===== config.mk =====
export PLATFORM = sky130hd
export DESIGN_NAME = reduction_dispatch_scheduler
export DESIGN_NICKNAME = d
export VERILOG_FILES = /design/src/rtl/reduction_dispatch_scheduler_pkg.sv /design/src/rtl/rr_arbiter.sv /design/src/rtl/reduction_dispatch_scheduler.sv
export SDC_FILE = /design/constraint.sdc
export NUM_CORES = 1
export LEC_CHECK = 0
export BUFFER_PORTS_ARGS = -buffer_cell sky130_fd_sc_hd__buf_2
export CAP_MARGIN = 5
export CORE_ASPECT_RATIO = 1.1
export CORE_MARGIN = 1
export CORE_UTILIZATION = 59
export CTS_CLUSTER_SIZE = 30
export DETAILED_ROUTE_END_ITERATION = 8
export PLACE_DENSITY = 0.82
export SLEW_MARGIN = 20
export SYNTH_ARGS = -nofsm -noshare
export SYNTH_HDL_FRONTEND = slang
export SYNTH_SLANG_ARGS = --single-unit

===== constraint.sdc =====
create_clock -name clk -period 6.19 [get_ports clk]
set_clock_uncertainty 0.15 [all_clocks]
set_input_delay 0.3095 -clock clk [delete_from_list [all_inputs] [get_ports clk]]
set_output_delay 0.3095 -clock clk [all_outputs]
set_load 0.01 [all_outputs]

===== src/rtl/reduction_dispatch_scheduler_pkg.sv =====
// Shared types and defaults for the column reduction dispatch scheduler.
// Also reused by the TDA top level for sizing.
package reduction_dispatch_scheduler_pkg;

   localparam int unsigned DefaultNumUnits  = 8;
   localparam int unsigned DefaultAddrWidth = 12;

   typedef enum logic [1:0] {
      StIdle,
      StDispatch,
      StDrain
   } sched_state_e;

   // Increment an index modulo n.
   function automatic int unsigned wrap_inc(input int unsigned idx, input int unsigned n);
      return (idx + 1 >= n) ? 0 : idx + 1;
   endfunction

endpackage


===== src/rtl/rr_arbiter.sv =====
// Round-robin picker: first set request at or after ptr, wrapping modulo N.
// Purely combinational.
module rr_arbiter #(
   parameter int unsigned N = 8,
   parameter int unsigned W = $clog2(N)
) (
   input  logic [N-1:0] req,
   input  logic [W-1:0] ptr,
   output logic [W-1:0] gnt_idx,
   output logic         gnt_valid
);

   int unsigned    sum;
   logic [W-1:0]   idx;

   always_comb begin
      gnt_valid = 1'b0;
      gnt_idx   = '0;
      sum       = 0;
      idx       = '0;
      for (int unsigned i = 0; i < N; i++) begin
         sum = 32'(ptr) + i;
         if (sum >= N) sum = sum - N;
         idx = W'(sum);
         if (!gnt_valid && req[idx]) begin
            gnt_valid = 1'b1;
            gnt_idx   = idx;
         end
      end
   end

endmodule


===== src/rtl/reduction_dispatch_scheduler.sv =====
// Hands columns to reduction units round-robin, collects their completions
// and emits persistence pairs (pivot row, column) one per cycle.
module reduction_dispatch_scheduler
   import reduction_dispatch_scheduler_pkg::*;
#(
   parameter int unsigned NUM_UNITS  = DefaultNumUnits,
   parameter int unsigned ADDR_WIDTH = DefaultAddrWidth,
   parameter int unsigned UNIT_W     = $clog2(NUM_UNITS)
) (
   input  logic                            clk,
   input  logic                            rst_n,
   input  logic                            start,
   input  logic [ADDR_WIDTH-1:0]           num_columns,
   output logic                            dispatch_valid,
   input  logic                            dispatch_ready,
   output logic [UNIT_W-1:0]               dispatch_unit,
   output logic [ADDR_WIDTH-1:0]           dispatch_col,
   input  logic [NUM_UNITS-1:0]            done_valid,
   input  logic [NUM_UNITS-1:0]            done_zero,
   input  logic [NUM_UNITS*ADDR_WIDTH-1:0] done_pivot,
   output logic                            pair_valid,
   input  logic                            pair_ready,
   output logic [ADDR_WIDTH-1:0]           pair_birth,
   output logic [ADDR_WIDTH-1:0]           pair_death,
   output logic                            busy,
   output logic                            complete,
   output logic                            err_spurious,
   output logic [ADDR_WIDTH:0]             pair_count
);

   sched_state_e state_q, state_d;

   logic [ADDR_WIDTH-1:0] num_cols_q, num_cols_d;
   logic [ADDR_WIDTH-1:0] col_cnt_q, col_cnt_d;
   logic [UNIT_W-1:0]     rr_disp_q, rr_disp_d;
   logic [UNIT_W-1:0]     rr_ret_q, rr_ret_d;
   logic [NUM_UNITS-1:0]  owned_q, owned_d;
   logic [NUM_UNITS-1:0]  pending_q, pending_d;
   logic [NUM_UNITS-1:0]  zero_q, zero_d;
   logic [ADDR_WIDTH-1:0] pivot_q [NUM_UNITS];
   logic [ADDR_WIDTH-1:0] pivot_d [NUM_UNITS];
   logic [ADDR_WIDTH-1:0] col_of_q [NUM_UNITS];
   logic [ADDR_WIDTH-1:0] col_of_d [NUM_UNITS];
   logic                  hold_q, hold_d;
   logic [UNIT_W-1:0]     hold_unit_q, hold_unit_d;
   logic                  pair_valid_q, pair_valid_d;
   logic [ADDR_WIDTH-1:0] pair_birth_q, pair_birth_d;
   logic [ADDR_WIDTH-1:0] pair_death_q, pair_death_d;
   logic [UNIT_W-1:0]     pair_unit_q, pair_unit_d;
   logic [ADDR_WIDTH:0]   pair_count_q, pair_count_d;
   logic                  complete_q, complete_d;
   logic                  err_q, err_d;

   logic [NUM_UNITS-1:0]  free_units;
   logic [NUM_UNITS-1:0]  inflight_mask;
   logic [NUM_UNITS-1:0]  ret_req;
   logic [UNIT_W-1:0]     disp_gnt, ret_gnt;
   logic                  disp_gnt_valid, ret_gnt_valid;
   logic                  disp_fire, pair_fire, slot_free;

   assign free_units    = ~owned_q;
   // The entry sitting in the pair register is still pending; keep it out of arbitration.
   assign inflight_mask = pair_valid_q ? (NUM_UNITS'(1) << pair_unit_q) : '0;
   assign ret_req       = pending_q & ~inflight_mask;

   rr_arbiter #(
      .N (NUM_UNITS),
      .W (UNIT_W)
   ) u_disp_arb (
      .req       (free_units),
      .ptr       (rr_disp_q),
      .gnt_idx   (disp_gnt),
      .gnt_valid (disp_gnt_valid)
   );

   rr_arbiter #(
      .N (NUM_UNITS),
      .W (UNIT_W)
   ) u_ret_arb (
      .req       (ret_req),
      .ptr       (rr_ret_q),
      .gnt_idx   (ret_gnt),
      .gnt_valid (ret_gnt_valid)
   );

   // A stalled offer is frozen so a unit freed meanwhile cannot change it.
   assign dispatch_valid = (state_q == StDispatch) && (hold_q || disp_gnt_valid);
   assign dispatch_unit  = hold_q ? hold_unit_q : disp_gnt;
   assign dispatch_col   = col_cnt_q;
   assign pair_valid     = pair_valid_q;
   assign pair_birth     = pair_birth_q;
   assign pair_death     = pair_death_q;
   assign pair_count     = pair_count_q;
   assign busy           = (state_q != StIdle);
   assign complete       = complete_q;
   assign err_spurious   = err_q;

   assign disp_fire = dispatch_valid && dispatch_ready;
   assign pair_fire = pair_valid_q && pair_ready;
   assign slot_free = !pair_valid_q || pair_ready;

   always_comb begin
      state_d      = state_q;
      num_cols_d   = num_cols_q;
      col_cnt_d    = col_cnt_q;
      rr_disp_d    = rr_disp_q;
      rr_ret_d     = rr_ret_q;
      owned_d      = owned_q;
      pending_d    = pending_q;
      zero_d       = zero_q;
      pivot_d      = pivot_q;
      col_of_d     = col_of_q;
      hold_d       = hold_q;
      hold_unit_d  = hold_unit_q;
      pair_valid_d = pair_valid_q;
      pair_birth_d = pair_birth_q;
      pair_death_d = pair_death_q;
      pair_unit_d  = pair_unit_q;
      pair_count_d = pair_count_q;
      complete_d   = complete_q;
      err_d        = err_q;

      if (disp_fire) begin
         owned_d[dispatch_unit]  = 1'b1;
         col_of_d[dispatch_unit] = col_cnt_q;
         col_cnt_d               = col_cnt_q + ADDR_WIDTH'(1);
         rr_disp_d               = UNIT_W'(wrap_inc(32'(dispatch_unit), NUM_UNITS));
         hold_d                  = 1'b0;
      end else if (dispatch_valid) begin
         hold_d      = 1'b1;
         hold_unit_d = dispatch_unit;
      end

      for (int i = 0; i < NUM_UNITS; i++) begin
         if (done_valid[i]) begin
            if (owned_q[i] && !pending_q[i]) begin
               pending_d[i] = 1'b1;
               zero_d[i]    = done_zero[i];
               pivot_d[i]   = done_pivot[i*ADDR_WIDTH +: ADDR_WIDTH];
            end else begin
               err_d = 1'b1;
            end
         end
      end

      if (pair_fire) begin
         owned_d[pair_unit_q]   = 1'b0;
         pending_d[pair_unit_q] = 1'b0;
         pair_count_d           = pair_count_q + (ADDR_WIDTH+1)'(1);
      end
      if (slot_free) pair_valid_d = 1'b0;

      if (ret_gnt_valid) begin
         if (zero_q[ret_gnt]) begin
            owned_d[ret_gnt]   = 1'b0;
            pending_d[ret_gnt] = 1'b0;
            rr_ret_d           = UNIT_W'(wrap_inc(32'(ret_gnt), NUM_UNITS));
         end else if (slot_free) begin
            pair_valid_d = 1'b1;
            pair_birth_d = pivot_q[ret_gnt];
            pair_death_d = col_of_q[ret_gnt];
            pair_unit_d  = ret_gnt;
            rr_ret_d     = UNIT_W'(wrap_inc(32'(ret_gnt), NUM_UNITS));
         end
      end

      case (state_q)
         StIdle: begin
            if (start) begin
               num_cols_d   = num_columns;
               col_cnt_d    = '0;
               pair_count_d = '0;
               owned_d      = '0;
               pending_d    = '0;
               complete_d   = 1'b0;
               err_d        = 1'b0;
               hold_d       = 1'b0;
               state_d      = (num_columns == '0) ? StDrain : StDispatch;
            end
         end
         StDispatch: begin
            if (disp_fire && (col_cnt_q == num_cols_q - ADDR_WIDTH'(1))) state_d = StDrain;
         end
         StDrain: begin
            if ((owned_q == '0) && !pair_valid_q) begin
               state_d    = StIdle;
               complete_d = 1'b1;
            end
         end
         default: state_d = StIdle;
      endcase
   end

   always_ff @(posedge clk or negedge rst_n) begin
      if (!rst_n) begin
         state_q      <= StIdle;
         num_cols_q   <= '0;
         col_cnt_q    <= '0;
         rr_disp_q    <= '0;
         rr_ret_q     <= '0;
         owned_q      <= '0;
         pending_q    <= '0;
         zero_q       <= '0;
         for (int i = 0; i < NUM_UNITS; i++) begin
            pivot_q[i]  <= '0;
            col_of_q[i] <= '0;
         end
         hold_q       <= 1'b0;
         hold_unit_q  <= '0;
         pair_valid_q <= 1'b0;
         pair_birth_q <= '0;
         pair_death_q <= '0;
         pair_unit_q  <= '0;
         pair_count_q <= '0;
         complete_q   <= 1'b0;
         err_q        <= 1'b0;
      end else begin
         state_q      <= state_d;
         num_cols_q   <= num_cols_d;
         col_cnt_q    <= col_cnt_d;
         rr_disp_q    <= rr_disp_d;
         rr_ret_q     <= rr_ret_d;
         owned_q      <= owned_d;
         pending_q    <= pending_d;
         zero_q       <= zero_d;
         pivot_q      <= pivot_d;
         col_of_q     <= col_of_d;
         hold_q       <= hold_d;
         hold_unit_q  <= hold_unit_d;
         pair_valid_q <= pair_valid_d;
         pair_birth_q <= pair_birth_d;
         pair_death_q <= pair_death_d;
         pair_unit_q  <= pair_unit_d;
         pair_count_q <= pair_count_d;
         complete_q   <= complete_d;
         err_q        <= err_d;
      end
   end

endmodule


==> key figures <==
Status
  – Status: finished, final reports clean

Yosys
  – Cells after Synth: approximately 1400
  – Syn. warnings: 0
  – Share of the synthesized area in the top cell type: about 47%
  – Avg Inst Size Synth: roughly 12 um2
  – FFs w/ async S/R, synth: 100%
  – Seq/Total Area, Yosys: 46.6%
  – Largest area contributor in the netlist: dfrtp_1
  – Post-synthesis register bit count: between 200 and 300
  – Synth Flop Type: dfrtp_1
  – Synth Cell Area: between 15000 and 20000 um2
  – Netlist cell types: 82
  – Ranking of synthesized cells by area: dfrtp_1, mux2_2, mux2i_1, nand2_1, mux4_2
  – Number of synthesized flops with an enable pin: 0
  – Syn nets: approximately 1500

Clock network
  – Hold Buf Count CTS: ~130
  – CTS root buf: clkbuf_16
  – CTS tree: done
  – Post-CTS setup buffers: 0
  – CTS buffer count: 31
  – Clk_lat worst skew: around 0.57 ns
  – Htree depth: 1
  – Cells resized by post-CTS repair: 0
  – # clock sinks: 295
  – Clock buffer depth: 3
  – Reg clk slew, reported paths: about 0.060 ns

Timing
  – Final worst path period share: 86.6%
  – Final setup viols: 0
  – Final Hold Viols: 0
  – Slew Limit Fails: 0
  – Maximum clock frequency: about 190 MHz
  – Slew @ Worst Pin: 1.17 ns
  – Relative slew slack: 22.0%
  – Min Clock Period, post-route: approximately 5.4 ns
  – Setup WS post-layout: ~0.83 ns
  – Setup TNS: 0 ns
  – RSZ-0062 raised after global routing: false

Pwr
  – Pwr Density: around 640 nW/um2
  – Psw: ~5.7 mW
  – Seq pwr share: between 20% and 30%
  – Clock network power share: about 15%
  – Combinational share of power: 59.4%
  – Switching Fraction: 46.1%
  – Internal power: 6.64 mW
  – Leakage: 8.90 nW
  – Max VDD drop: 1130 uV

Drt
  – Drt total wl: approximately 50 mm
  – Detailed Routing Iterations Pass 1: 5
  – DRC Markers: 0
  – DR vias: 13200
  – Final ANT Viol Nets: 0
  – Met3 WL: 3.55 mm
  – Routed wl met2: approximately 25 mm
  – DRT iter0 DRCs: around 1100
  – Met1 wire length: 18.9 mm
  – DR top layer: met4
  – WL/cell: 24.8 um
  – DR vias/cell: 6.54

Worst setup path
  – Critical path data arrival time: about 5.6 ns
  – Critical path buffer and inverter count: 3
  – CP Cell Sequence: inv_1 > ha_1 > o32ai_1 > mux4_2 > a32oi_1 > nand2b_1 > a2111oi_2 > o22ai_1 > a22oi_2 > nor2_1 > a222oi_1 > buf_4 > nand3b_1 > buf_4 > mux2_2
  – Crit path kind: flop to flop
  – Critical path's most frequent cell: buf_4
  – Crit-path max FO: 22
  – Endpoint class of the critical path: flop
  – Crit path max-delay family: compound AO/OA/AOI/OAI gates
  – Critical Path RT: about 6.5 ns
  – Critical Path Max Stage Delay: just over 0.6 ns
  – Startpoint Class: flop
  – Critical-path top delay cell: o32ai_1

Cells and area
  – Synthesis-to-finish area growth: 21.8%
  – Multi-input gate area: about 7900 um2
  – FILL cells: about 1700
  – Most frequent cells in the layout: dfrtp_1, mux2_2, buf_2, dlygate4sd3_1, mux2i_1
  – Final Util: between 70% and 80%
  – Area occupied by registers: 7380 um2
  – Commonest non-fill, non-tap cell in the layout: dfrtp_1
  – Fin nets: about 1800
  – Fraction of layout cells with a size suffix above 1: a little under a third

GRT
  – Global-route usage over all layers: between 30% and 40%
  – Initial antenna violation count: 1
  – Overflow after GRT: 0
  – Largest net degree at the start of global routing: 153
  – Number of global-route vias before repair: about 14000
  – Global-route wire length before repair: approximately 77 mm

Flow run
  – Max-cap violations: 0

Placed design
  – DP HPWL: between 20 and 30 mm
  – Port bufs: between 150 and 200
  – Final GP Congestion: approximately 0.90
  – Pre-CTS WS: 1.05 ns

Floorplan
  – DIE WIDTH: approximately 160 um
  – # rows: 62
  – Die Y: between 150 and 200 um
  – Starting Density: 60.4%
  – Core area: about 26000 um2
  – Die footprint: around 28000 um2
  – Ports: between 150 and 200

Min path
  – Hold Crit Class: input pin to flop
==> per-stage QoR <==
| step | cell area, um2 | total power [mW] | cells | hold WS (ns) |
|---|---|---|---|---|
| 2_1_floorplan | 15800 | 8.26 | 1369 | -0.136 |
| 3_3_place_gp | 17000 | 9.73 | 1835 | 0.321 |
| 3_5_place_dp | 17000 | 9.91 | 1835 | 0.326 |
| 4_1_cts | 19300 | 11.8 | 2015 | 0.00668 |
| 5_1_grt | 19300 | 12.8 | 2017 | 0.0275 |
| 6_report | 19300 | 12.3 | 2017 | 0.0307 |
==> routing by layer <==
metal  GRT usage [%]  up-vias
met3            6.90      216
met2            61.7      769
met5               0        -
met4            19.4        0
met1            44.5     6607
li1                -     5591
==> flip-flops by register name (all words and copies together), names as in the netlist, named ones only <==
signal	cells
pair_unit_q	3
pivot_q	96
pending_q	8
dispatch_col	12
complete	1
hold_unit_q	3
rr_ret_q	3
pair_birth	12
col_of_q	96
pair_count	13
zero_q	8
err_spurious	1
hold_q	1
num_cols_q	12
pair_death	12
rr_disp_q	3
state_q	2
owned_q	8
==> Yosys cell counts (5+ instances only) <==
master	count
dfrtp_1	295
buf_1	13
nor4_1	10
buf_2	10
nand4_1	11
o221ai_1	27
mux4_2	15
xnor2_1	22
mux2i_1	113
and2_1	7
nor2_1	55
and3_1	7
nand2_1	101
o22a_1	26
a221oi_1	7
mux2_2	220
o21ai_0	41
nand3b_1	7
clkbuf_1	61
nor2b_1	8
nand2b_1	19
nand3_1	32
o32ai_1	7
a211oi_1	7
nor3_1	15
a2111oi_0	6
mux2_1	9
inv_1	30
or2_2	6
o22ai_1	10
ha_1	9
or3_1	7
mux2_4	10
xor2_1	23
a31oi_1	5
a21oi_1	31
==> layout make-up <==
type	count	share of cell area, %
Antenna cell	1	0.0130
Clock buffer	45	4.55
Clock inverter	8	0.519
Inverter	32	0.623
Multi-Input combinational cell	949	41.2
Sequential cell	295	38.3
Tap cell	352	2.28
Timing Repair Buffer	335	12.6
==> cell families after synthesis <==
logic type	count (synthesis)	synth area share [%]
multiplexers	368	26.6
AND/OR/NAND/NOR	313	10.2
XOR/XNOR	45	2.49
adder cells (fa/ha/maj)	9	0.711
buffers and inverters	125	3.51
flip-flops	295	46.6
AO/OA/AOI/OAI	214	9.92
==> worst paths after layout <==
check | from | endpoint | slack (ns) | depth (start not counted)
max in group asynchronous | rst_n | zero_q[6] | 4.19 | 4
min in group asynchronous | rst_n | col_of_q[70] | 0.10 | 2
worst max register to register | rr_ret_q[1] | pair_death[1] | 0.83 | 15
worst min-delay path | done_valid[5] | pending_q[5] | 0.03 | 3
worst max-delay path | rr_ret_q[1] | pair_death[1] | 0.83 | 15
worst min register to register | pair_birth[5] | pair_birth[5] | 0.34 | 1
==> power by group through the flow <==
| stage | logic, mW | clock network (mW) | registers, mW |
|---|---|---|---|
| 5_1_grt | 7.66 | 1.94 | 3.18 |
| 2_1_floorplan | 5.43 | 0 | 2.84 |
| 4_1_cts | 6.96 | 1.82 | 3.04 |
| 6_report | 7.32 | 1.87 | 3.14 |
| 3_5_place_dp | 6.84 | 0 | 3.07 |
| 3_3_place_gp | 6.69 | 0 | 3.03 |
==> tightest hold or removal path, cell delays in order <==
cell and delay (ns):
buf_2 0.13, a21oi_1 0.17, a2111oi_0 0.09
No activity file was read; power rests on OpenSTA's default activity.
